### config.mk
export PLATFORM = sky130hd
export DESIGN_NAME = stall_ctrl_flat
export DESIGN_NICKNAME = d
export VERILOG_FILES = /design/src/rtl/pipe_ctrl_pkg.sv /design/src/rtl/stall_ctrl_if.sv /design/src/rtl/md_busy_timer.sv /design/src/rtl/stall_ctrl.sv /design/src/flat_wrapper.sv
export SDC_FILE = /design/constraint.sdc
export NUM_CORES = 1
export LEC_CHECK = 0
export CAP_MARGIN = 20
export CELL_PAD_IN_SITES_DETAIL_PLACEMENT = 0
export CELL_PAD_IN_SITES_GLOBAL_PLACEMENT = 1
export CORE_ASPECT_RATIO = 1.4
export CORE_MARGIN = 2
export CORE_UTILIZATION = 42
export CTS_BUF_LIST = sky130_fd_sc_hd__clkbuf_8
export DETAILED_ROUTE_END_ITERATION = 7
export GPL_ROUTABILITY_DRIVEN = 0
export MAX_ROUTING_LAYER = met4
export PLACE_DENSITY_LB_ADDON = 0.15
export REMOVE_ABC_BUFFERS = 1
export SLEW_MARGIN = 20
export SYNTH_ARGS = -nofsm -noshare
export SYNTH_HDL_FRONTEND = slang
export SYNTH_SLANG_ARGS = --single-unit
export TNS_END_PERCENT = 20
### constraint.sdc
create_clock -name clk -period 3.1 [get_ports clk]
set_clock_uncertainty 0.2 [all_clocks]
set_input_delay 0.31 -clock clk [delete_from_list [all_inputs] [get_ports clk]]
set_output_delay 0.31 -clock clk [all_outputs]
set_load 0.005 [all_outputs]
### src/rtl/pipe_ctrl_pkg.sv
// Shared pipeline-control definitions: mult/div timer state and the latency
// constants that the mult/div datapath must agree with.
package pipe_ctrl_pkg;

  typedef enum logic {
    IDLE = 1'b0,
    BUSY = 1'b1
  } md_state_e;

  localparam int MD_MULT_CYCLES = 5;
  localparam int MD_DIV_CYCLES  = 10;

  function automatic int max_int(input int a, input int b);
    return (a > b) ? a : b;
  endfunction

endpackage

### src/rtl/stall_ctrl_if.sv
// Hazard/stall bundle between the D-stage hazard decoder and the stall controller.
interface stall_ctrl_if #(
    parameter int CNT_W = 16
);
    logic             data_hazD;
    logic             md_useD;
    logic             md_startE;
    logic             md_divE;
    logic             en_pc;
    logic             en_fd;
    logic             clr_de;
    logic             md_busy;
    logic             md_err;
    logic [CNT_W-1:0] stall_cnt;

    modport master (
        output data_hazD, md_useD, md_startE, md_divE,
        input  en_pc, en_fd, clr_de, md_busy, md_err, stall_cnt
    );

    modport slave (
        input  data_hazD, md_useD, md_startE, md_divE,
        output en_pc, en_fd, clr_de, md_busy, md_err, stall_cnt
    );
endinterface

### src/rtl/md_busy_timer.sv
// Times the mult/div busy interval: a start loads the cycle count, BUSY lasts
// exactly that many cycles; a start while busy is dropped and flagged sticky.
module md_busy_timer
    import pipe_ctrl_pkg::*;
#(
    parameter int MULT_CYCLES = MD_MULT_CYCLES,
    parameter int DIV_CYCLES  = MD_DIV_CYCLES
) (
    input  logic clk,
    input  logic reset,
    input  logic md_startE,
    input  logic md_divE,
    output logic md_busy,
    output logic md_err
);
    localparam int MD_CW = $clog2(max_int(MULT_CYCLES, DIV_CYCLES) + 1);

    generate
        if (MULT_CYCLES < 1 || DIV_CYCLES < 1) begin : g_bad_param
            $error("md_busy_timer: MULT_CYCLES and DIV_CYCLES must be >= 1");
        end
    endgenerate

    md_state_e        state, state_n;
    logic [MD_CW-1:0] cnt, cnt_n;
    logic             err, err_n;

    always_ff @(posedge clk or negedge reset) begin
        if (!reset) begin
            state <= IDLE;
            cnt   <= '0;
            err   <= 1'b0;
        end else begin
            state <= state_n;
            cnt   <= cnt_n;
            err   <= err_n;
        end
    end

    always_comb begin
        state_n = state;
        cnt_n   = cnt;
        err_n   = err;
        case (state)
            IDLE: begin
                if (md_startE) begin
                    state_n = BUSY;
                    cnt_n   = md_divE ? MD_CW'(DIV_CYCLES) : MD_CW'(MULT_CYCLES);
                end
            end
            BUSY: begin
                // The unit cannot accept a new op mid-flight; keep timing the current one.
                if (md_startE) err_n = 1'b1;
                if (cnt == MD_CW'(1)) begin
                    state_n = IDLE;
                    cnt_n   = '0;
                end else begin
                    cnt_n = cnt - MD_CW'(1);
                end
            end
            default: begin
                state_n = IDLE;
                cnt_n   = '0;
            end
        endcase
    end

    assign md_busy = (state == BUSY);
    assign md_err  = err;

endmodule

### src/rtl/stall_ctrl.sv
// Pipeline stall controller: freezes PC and F/D, bubbles D/E on data hazards or
// mult/div-busy conflicts, and keeps a saturating count of stalled cycles.
module stall_ctrl
    import pipe_ctrl_pkg::*;
#(
    parameter int MULT_CYCLES = MD_MULT_CYCLES,
    parameter int DIV_CYCLES  = MD_DIV_CYCLES,
    parameter int CNT_W       = 16
) (
    input logic         clk,
    input logic         reset,
    stall_ctrl_if.slave bus
);
    logic             stall;
    logic [CNT_W-1:0] stall_cnt;

    md_busy_timer #(
        .MULT_CYCLES(MULT_CYCLES),
        .DIV_CYCLES (DIV_CYCLES)
    ) u_md_timer (
        .clk      (clk),
        .reset    (reset),
        .md_startE(bus.md_startE),
        .md_divE  (bus.md_divE),
        .md_busy  (bus.md_busy),
        .md_err   (bus.md_err)
    );

    // The start cycle must already hold an md user, since busy only rises at the edge.
    assign stall = bus.data_hazD | (bus.md_useD & (bus.md_busy | bus.md_startE));

    assign bus.en_pc  = ~stall;
    assign bus.en_fd  = ~stall;
    assign bus.clr_de = stall;

    always_ff @(posedge clk or negedge reset) begin
        if (!reset)                          stall_cnt <= '0;
        else if (stall && stall_cnt != '1)   stall_cnt <= stall_cnt + CNT_W'(1);
    end

    assign bus.stall_cnt = stall_cnt;

endmodule

### src/flat_wrapper.sv
// flat-port wrapper written by rule: the top's interface ports become plain ports
module stall_ctrl_flat import pipe_ctrl_pkg::*;
#(
    parameter int MULT_CYCLES = MD_MULT_CYCLES,
    parameter int DIV_CYCLES  = MD_DIV_CYCLES,
    parameter int CNT_W       = 16
)
  (clk, reset, bus_data_hazD, bus_md_useD, bus_md_startE, bus_md_divE, bus_en_pc, bus_en_fd, bus_clr_de, bus_md_busy, bus_md_err, bus_stall_cnt);
  stall_ctrl_if #(.CNT_W(CNT_W)) bus_i ();
  input logic clk;
  input logic reset;
  input wire logic [$bits(bus_i.data_hazD)-1:0] bus_data_hazD;
  input wire logic [$bits(bus_i.md_useD)-1:0] bus_md_useD;
  input wire logic [$bits(bus_i.md_startE)-1:0] bus_md_startE;
  input wire logic [$bits(bus_i.md_divE)-1:0] bus_md_divE;
  output wire logic [$bits(bus_i.en_pc)-1:0] bus_en_pc;
  output wire logic [$bits(bus_i.en_fd)-1:0] bus_en_fd;
  output wire logic [$bits(bus_i.clr_de)-1:0] bus_clr_de;
  output wire logic [$bits(bus_i.md_busy)-1:0] bus_md_busy;
  output wire logic [$bits(bus_i.md_err)-1:0] bus_md_err;
  output wire logic [$bits(bus_i.stall_cnt)-1:0] bus_stall_cnt;
  assign bus_i.data_hazD = bus_data_hazD;
  assign bus_i.md_useD = bus_md_useD;
  assign bus_i.md_startE = bus_md_startE;
  assign bus_i.md_divE = bus_md_divE;
  assign bus_en_pc = bus_i.en_pc;
  assign bus_en_fd = bus_i.en_fd;
  assign bus_clr_de = bus_i.clr_de;
  assign bus_md_busy = bus_i.md_busy;
  assign bus_md_err = bus_i.md_err;
  assign bus_stall_cnt = bus_i.stall_cnt;
  stall_ctrl #(.MULT_CYCLES(MULT_CYCLES), .DIV_CYCLES(DIV_CYCLES), .CNT_W(CNT_W)) u_core (.clk(clk), .reset(reset), .bus(bus_i));
endmodule
==> metrics.md <==
| Metric | Value |
|---|---|
| Layout cell share with drive strength beyond 1 | `8.397%` |
| Fin util | `56.33%` |
| Top FF cell, synth | `dfrtp_1` |
| Multi-input combinational cell area | `533.0 sq um` |
| Hold Vio Cnt, Final | `0` |
| Layout net count | `142` |
| Max-Cap Viols | `0` |
| Area Growth Syn to Fin | `29.30%` |
| CTS tree | `built` |
| Core ar. | `2587 sq um` |
| Worst VDD drop | `0.4609 mV` |
| Headroom to the max-slew limit | `50.15%` |
| Port Buffer Count | `26` |
| Synth Area in Compound Gates | `6.437%` |
| Final Critical Period | `2.389 ns` |
| Clock share of power | `16.5%` |
| Post-synthesis adder-cell area fraction | `3.330%` |
| Switch share | `33.48%` |
| Fin crit share | `77.08%` |
| Worst reg2reg path depth | `5` |
| RSZ-0062 raised after global routing | `false` |
| WP data arrival | `1.88 ns` |
| I/O pin count | `27` |
| Status | `completed` |
| Synth top area share | `48.83%` |
| Violation count after the first detailed-route iteration | `27` |
| Sequential element share of the synthesized area | `48.83%` |
| Clk pin slew, worst setup/hold paths | `0.07 ns` |
| Iteration count of the initial detailed-routing pass | `4` |
| Initial antenna violation count | `0` |
| Mux cell area share after synthesis | `1.998%` |
| Post-synthesis register bit count | `22` |
| Antenna cells | `0` |
| DP HPWL | `1701 um` |
| Synth warnings | `0` |
| Vias in the first global route | `910` |
| Post-synth EDFFs | `0` |
| Pre-CTS setup slack | `0.7127 ns` |
| Hold_buf cts | `0` |
| WP data required | `2.59 ns` |
| Crit start category | `primary input` |
| Worst slew pin tran | `0.7421 ns` |
| Initial Util | `43.57%` |
| Post-route DRC | `0` |
| WS Path Type | `primary input to output pin` |
| H-tree Lvls | `1` |
| Worst-Skew Late Latency | `0.26 ns` |
| Sum of negative setup slack | `0 ns` |
| Largest net degree at the start of global routing | `23` |
| Pins Over Slew Limit | `0` |
| Setup ws final | `0.7105 ns` |
| Top cells by count, synth | `22 x dfrtp_1, 14 x xor2_1, 8 x nand2_1` |
| CTS root buf | `clkbuf_8` |
| Placement Rows | `22` |
| Die X | `47.79 um` |
| Grt total ovfl | `0` |
| Routed vias/inst | `5.281` |
| Combinational fraction of design power | `36.8%` |
| Switching power | `342.2 uW` |
| Flop pwr share | `46.7%` |
| First-pass GRT wire length | `4043 um` |
| Buffer count from post-CTS setup fixing | `0` |
| Post-Syn Area | `1127 sq um` |
| Post-route antenna net violation count | `0` |
| Post-Route WL | `2279 um` |
| Clk sinks | `22` |
| Post-synthesis xor/xnor area fraction | `11.65%` |
| Crit end category | `output pin` |
| Vias | `882` |
| Avg Inst Size Synth | `10.74 sq um` |
| Largest family of logic cells by synthesized area | `simple AND/OR/NAND/NOR gates` |
| Critical Path Fanout Max | `8` |
| Synth top area cells | `dfrtp_1 49%, xor2_1 11%, ha_1 3.3%` |
| Final Setup Violations | `0` |
| LEAKAGE | `0.0006482 uW` |
| Synth cell types | `36` |
| Register area | `550.5 sq um` |
| Total GRT Usage | `18.40%` |
| Internal | `679.9 uW` |
| Clock buffer depth | `2` |
| Max Fclk | `418.5 MHz` |
| Worst Hold Depth | `1` |
| Ys async rst share | `100.0%` |
| Die Span Y | `65.30 um` |
| Top-count cell post-synth | `dfrtp_1` |
| # fillers | `268` |
| Cell area power density | `701.2 nW/um^2` |
| Total die area | `3120 sq um` |
| CTS Buf Count | `3` |
| Synth Area in Simple Gates | `23.86%` |
| Cts repair resizes | `0` |
| Hold/Removal Path Class | `flop to flop` |
| Yosys top cell by area | `dfrtp_1` |
| Mean routed wirelength per cell | `13.65 um` |
| Synth Instances | `105` |
-- sequential cells by signal, indices dropped and copies added, names as in the netlist --
register                   cells
u_core.u_md_timer.md_err       1
u_core.u_md_timer.md_busy      1
u_core.u_md_timer.cnt          4
u_core.bus.stall_cnt          16
-- cell type report --
type                            instances  area share [%]
Multi-Input combinational cell         74           36.57
Tap cell                               36           3.090
Sequential cell                        22           37.77
Timing Repair Buffer                   28           18.71
Clock buffer                            3           2.833
Inverter                                4           1.030
-- worst max-delay path: stages --
cell and delay, ns:
clkdlybuf4s50_1 0.52, o21a_1 0.24, nor2_1 0.24, clkdlybuf4s50_1 0.57
-- per-stage QoR --
step	hold slack (ns)	std cells	cell area, sq um	total power (uW)
floorplan	-0.1856	100	1099	661.6
global placement	0.2437	163	1411	852.2
detailed placement	0.2533	163	1411	864.5
CTS	0.2698	166	1453	1038
global route	0.2831	167	1458	1113
finish	0.2625	167	1458	1022
-- cell families after synthesis --
family	Yosys count
fa+ha+maj	3
simple gates	43
flops	22
xor+xnor	15
mux	2
buf+inv	9
compound gates	11
-- cell usage in the layout, fill, tap and decap left out, types with 2 or more instances in the layout --
master,count
o21ai_0,3
a21oi_1,2
nor2_1,4
clkdlybuf4s50_1,25
nand2_1,8
inv_1,4
nand3_1,3
nor3b_1,2
nor3_1,4
nor4_1,5
dfrtp_1,22
nand4_1,4
mux2_2,2
and3_1,2
or3_1,2
ha_1,3
clkbuf_8,3
xor2_1,14
-- power by group through the flow --
stage	clock network [uW]	registers, uW	logic, uW
floorplan	0	469	193
global placement	0	483	369
detailed placement	0	483	382
CTS	176	479	383
global route	190	495	428
finish	169	478	376
-- per-layer routing --
metal,GRT usage [%],vias to the layer above,part of all wire (%)
li1,-,425,-
met1,24.42,435,43
met2,27.50,18,53
met3,1.648,4,2.0
met4,9.122,0,1.6
met5,-,-,0
-- worst paths after layout --
path / startpoint / slack [ns] / endpoint
worst min register to register: u_core.u_md_timer.md_err$_DFFE_PN0P_ / 0.26 / u_core.u_md_timer.md_err$_DFFE_PN0P_
worst min-delay path: u_core.u_md_timer.md_err$_DFFE_PN0P_ / 0.26 / u_core.u_md_timer.md_err$_DFFE_PN0P_
max in group asynchronous: reset / 2.03 / u_core.bus.stall_cnt[5]$_DFFE_PN0P_
worst max-delay path: bus_md_startE / 0.71 / bus_en_fd
worst max register to register: u_core.bus.stall_cnt[0]$_DFFE_PN0P_ / 0.81 / u_core.bus.stall_cnt[1]$_DFFE_PN0P_
min in group asynchronous: reset / 0.34 / u_core.bus.stall_cnt[0]$_DFFE_PN0P_
(Power assumes the default switching activity.)
==> patch 1: new RTL, config.mk and constraints unchanged <==
`CNT_W` is set to 16 in 3 places; all go to 14.
--- a/src/rtl/stall_ctrl_if.sv
+++ b/src/rtl/stall_ctrl_if.sv
@@ -1,6 +1,6 @@
 // Hazard/stall bundle between the D-stage hazard decoder and the stall controller.
 interface stall_ctrl_if #(
-    parameter int CNT_W = 16
+    parameter int CNT_W = 14
 );
     logic             data_hazD;
     logic             md_useD;
--- a/src/rtl/stall_ctrl.sv
+++ b/src/rtl/stall_ctrl.sv
@@ -5,7 +5,7 @@
 #(
     parameter int MULT_CYCLES = MD_MULT_CYCLES,
     parameter int DIV_CYCLES  = MD_DIV_CYCLES,
-    parameter int CNT_W       = 16
+    parameter int CNT_W       = 14
 ) (
     input logic         clk,
     input logic         reset,
--- a/src/flat_wrapper.sv
+++ b/src/flat_wrapper.sv
@@ -3,7 +3,7 @@
 #(
     parameter int MULT_CYCLES = MD_MULT_CYCLES,
     parameter int DIV_CYCLES  = MD_DIV_CYCLES,
-    parameter int CNT_W       = 16
+    parameter int CNT_W       = 14
 )
   (clk, reset, bus_data_hazD, bus_md_useD, bus_md_startE, bus_md_divE, bus_en_pc, bus_en_fd, bus_clr_de, bus_md_busy, bus_md_err, bus_stall_cnt);
   stall_ctrl_if #(.CNT_W(CNT_W)) bus_i ();
Interface: changed (resized bus_stall_cnt); port bits go from 27 to 25. No check against the original RTL was run, so the function may have changed too.
==> patch 1 against the original RTL <==
- combinational power is 12% higher
- sequential cell count decreased by 2
- wire length shrank 8.6%
- worst setup slack worse by 190 ps
- first-iteration DRC count increased by 15%
- synthesized area down 5.8%
- total power up 8.1%
- cell area decreased by 6.0%
- critical path depth is 1 higher
- non-clock buffer count shrank 4
- largest cell class is now multi-input combinational cells
- critical endpoint unchanged
==> patch 1: results <==
metrics = {
    "synth": {
        "synth_commonest_cells": "dfrtp_1, xor2_1, nand2_1, nor3_1",
        "synth.distinct_cells": 40,
        "yosys-top-cells-area": "dfrtp_1, xor2_1, ha_1, xnor2_1, nand4_1",
    },
    "global_routing": {
        "grt_max_degree": 21,
        "track_usage_pct": 17.4,
        "grt_first_pass_wirelength_mm": 3.59,
        "grt_pass1_vias": 830,
    },
    "drt": {
        "drt_wl_total_mm": 2.08,
        "dr_wl_met2_mm": 1.08,
        "first_iter_violations": 31,
        "vias_per_cell": 5.25,
        "met1Wirelength_um": 908,
        "dr_total_vias": 813,
    },
    "cells_and_area": {
        "drive_gt1_share_pct": 10.7,
        "nets": 131,
    },
    "power": {
        "p_leak_nw": 0.580,
        "vdd_drop_max_mv": 0.447,
    },
    "setup_path": {
        "r2r_slack_ps": 970,
        "critPathMaxFanout": 10,
        "worstPathArrival_ps": 2070,
    },
    "timing": {
        "holdWs_ps": 262,
        "slew_headroom_pct": 42.0,
    },
    "placed_design": {
        "port_buffers": 24,
        "dp_cells": 151,
    },
    "outcome": {
        "status": "finished, final reports clean",
    },
}
[patch 1: changes by cell type in the layout (fill, tap and decap cells not counted), sizes merged, moves of 2 or more]
cell   delta
dfrtp     -2
nor4      -3
nor2      -2
xor2      -7
nand2     -3
buf       -2
a31oi     +2
xnor2     +3
[patch 1: path summary, 6_finish.rpt]
| kind | start | endpoint | cells after the start |
|---|---|---|---|
| worst max-delay path | bus_md_startE | bus_en_fd | 5 |
| min in group asynchronous | reset | u_core.bus.stall_cnt[7] | 1 |
| worst min-delay path | u_core.u_md_timer.md_err | u_core.u_md_timer.md_err | 1 |
| max in group asynchronous | reset | u_core.bus.stall_cnt[8] | 1 |
| worst max register to register | u_core.bus.stall_cnt[0] | u_core.bus.stall_cnt[1] | 5 |
| worst min register to register | u_core.u_md_timer.md_err | u_core.u_md_timer.md_err | 1 |
[patch 1: report_power, final]
group	leakage, nW	switching [mW]	internal (mW)	total (mW)
combinational	0.311	0.163	0.259	0.422
sequential	0.241	0.128	0.357	0.486
clock	0.0288	0.0841	0.113	0.197
total	0.580	0.376	0.729	1.11
[patch 1: per-layer routing]
layer | global-route usage [%] | vias to the layer above
li1 | - | 398
met1 | 20.8 | 395
met2 | 26.7 | 16
met3 | 2.87 | 4
met4 | 9.64 | 0
met5 | - | -
[patch 1: area by class of cell]
| type | count | area [um2] |
|---|---|---|
| repair buffers | 24 | 240 |
| well taps | 34 | 42.5 |
| clock buffers | 4 | 55.1 |
| inverters | 4 | 17.5 |
| multi-input cells | 69 | 514 |
| fillers | 218 | 1020 |
| flip-flops and latches | 20 | 500 |
[patch 1: cell families (layout without fill, tap and decap cells)]
group	Yosys count	after routing	synth area share [%]
and+or+nand+nor	37	37	23.0
DFF	20	20	47.1
AOI/OAI and AO/OA	14	14	8.36
xor gates and xnor gates	11	11	9.07
buffers and inverters	8	32	4.48
muxes	4	4	4.48
adders and majority gates	3	3	3.53
[patch 1: through the flow]
step	setup WS (ps)	total power [mW]	util, %	cell area (um2)
final	524	1.11	57.3	1370
after global routing	424	1.20	57.3	1370
after CTS	512	1.12	57.3	1370
after detailed placement	526	0.922	55.0	1320
after global placement	527	0.911	55.0	1320
after floorplan	1190	0.701	-	1030
==> patch 2: new RTL, same flow settings <==
Made on the original files. Reset style: synchronous (`reset`), changed in 2 clocked blocks.
--- a/src/rtl/md_busy_timer.sv
+++ b/src/rtl/md_busy_timer.sv
@@ -25,7 +25,7 @@
     logic [MD_CW-1:0] cnt, cnt_n;
     logic             err, err_n;
 
-    always_ff @(posedge clk or negedge reset) begin
+    always_ff @(posedge clk) begin
         if (!reset) begin
             state <= IDLE;
             cnt   <= '0;
--- a/src/rtl/stall_ctrl.sv
+++ b/src/rtl/stall_ctrl.sv
@@ -33,7 +33,7 @@
     assign bus.en_fd  = ~stall;
     assign bus.clr_de = stall;
 
-    always_ff @(posedge clk or negedge reset) begin
+    always_ff @(posedge clk) begin
         if (!reset)                          stall_cnt <= '0;
         else if (stall && stall_cnt != '1)   stall_cnt <= stall_cnt + CNT_W'(1);
     end
Behaviour: differs if reset is asserted again (counterexample within 4 cycles, from zero or initial values and one cycle with reset low); with reset held inactive, the same outputs for 10 cycles.
==> patch 2 against the original RTL <==
- cell area grew 8.6%
- wire length grew 21%
- first-iteration DRC count shrank 37%
- synthesized area grew 9.0%
- largest cell class is now multi-input combinational cells
- worst setup slack lost 89 ps
- sequential cell count is the same
- die area grew 8.3%
- core utilization shrank 0.21 points
- via count grew 29%
Power is not compared: it rests on default switching activity, and its combinational part moved more than twofold at a synthesized area within 25%.
==> patch 2: results <==
metrics = {
    "global_routing": {
        "use_met3_pct": 2.40,
        "grt_first_pass_wirelength_mm": 4.87,
        "grt_pass1_vias": 1092,
        "grt_max_degree": 16,
        "use_met2_pct": 32.0,
        "use_met1_pct": 21.8,
    },
    "cells_and_area": {
        "final_cells": 197,
        "drive_gt1_share_pct": 13.1,
        "nets": 170,
        "nFillCells": 283,
    },
    "setup_path": {
        "r2r_slack_ps": 920,
        "critPathMaxFanout": 9,
        "reg2regPathDepth": 5,
        "worstPathArrival_ps": 1970,
        "r2r_end": "u_core.bus.stall_cnt[1]",
    },
    "drt": {
        "met1Wirelength_mm": 1.25,
        "vias_per_cell": 5.78,
        "dr_wl_met2_mm": 1.32,
        "wl_met3_um": 110,
        "first_iter_violations": 17,
        "avgRoutedWirePerCell_um": 14.0,
    },
    "worst_hold_path": {
        "hold_path_depth": 2,
        "min_to": "u_core.u_md_timer.md_err",
        "hp-start": "u_core.u_md_timer.md_err",
    },
    "timing": {
        "holdWs_ps": 274,
        "tightest_slew_ps": 643,
    },
    "synth": {
        "ys_async_sr_fraction_pct": 0,
        "yosys-top-cells-area": "dfxtp_1, a21oi_1, ha_1, o31ai_1, or4_1",
        "syn_area_per_cell_um2": 9.17,
        "synth.distinct_cells": 47,
    },
    "placed_design": {
        "dp_cells": 193,
        "place_ws_ps": 620,
        "dp_hpwl_mm": 1.99,
    },
    "outcome": {
        "status": "finished, final reports clean",
    },
    "cts": {
        "max-clock-path-buffers": 2,
    },
}
patch 2: cell type report:
| type | count | area (um2) | area share [%] |
|---|---|---|---|
| Inverter | 6 | 22.5 | 1.42 |
| Timing Repair Buffer | 29 | 283 | 17.9 |
| Multi-Input combinational cell | 99 | 719 | 45.5 |
| Tap cell | 37 | 46.3 | 2.92 |
| Clock inverter | 1 | 30.0 | 1.90 |
| Clock buffer | 3 | 41.3 | 2.61 |
| Sequential cell | 22 | 440 | 27.8 |
patch 2: cells by family after synthesis:
| family | after synthesis | synth area share (%) |
|---|---|---|
| multiplexers | 2 | 1.63 |
| AND/OR/NAND/NOR | 48 | 26.5 |
| AO/OA/AOI/OAI | 46 | 27.4 |
| buffers and inverters | 13 | 5.60 |
| flip-flops | 22 | 35.8 |
| adder cells (fa/ha/maj) | 3 | 3.06 |
patch 2: power groups by stage:
stage	registers (mW)	logic [mW]	clock network (mW)
6_report	0.305	0.0805	0.271
5_1_grt	0.308	0.0908	0.293
4_1_cts	0.305	0.0812	0.279
3_5_place_dp	0.311	0.0806	0
3_3_place_gp	0.311	0.0797	0
2_1_floorplan	0.309	0.0435	0
patch 2: worst max path at each step:
stage / to / slack (ps) / startpoint / cells after the start
2_1_floorplan: u_core.bus.stall_cnt[2] / 1230 / u_core.bus.stall_cnt[0] / 5
3_3_place_gp: bus_en_fd / 640 / bus_md_startE / 4
3_5_place_dp: bus_en_fd / 620 / bus_md_startE / 4
4_1_cts: bus_en_fd / 610 / bus_md_startE / 4
5_1_grt: bus_en_fd / 510 / bus_md_startE / 4
6_report: bus_en_fd / 620 / bus_md_startE / 4
patch 2: worst reg2reg max path, stage by stage, from the launching register on:
cell,delay [ps]
dfxtp_1,420
ha_1,260
nand4_1,270
nor4b_4,630
o21ai_0,170
a21oi_1,170
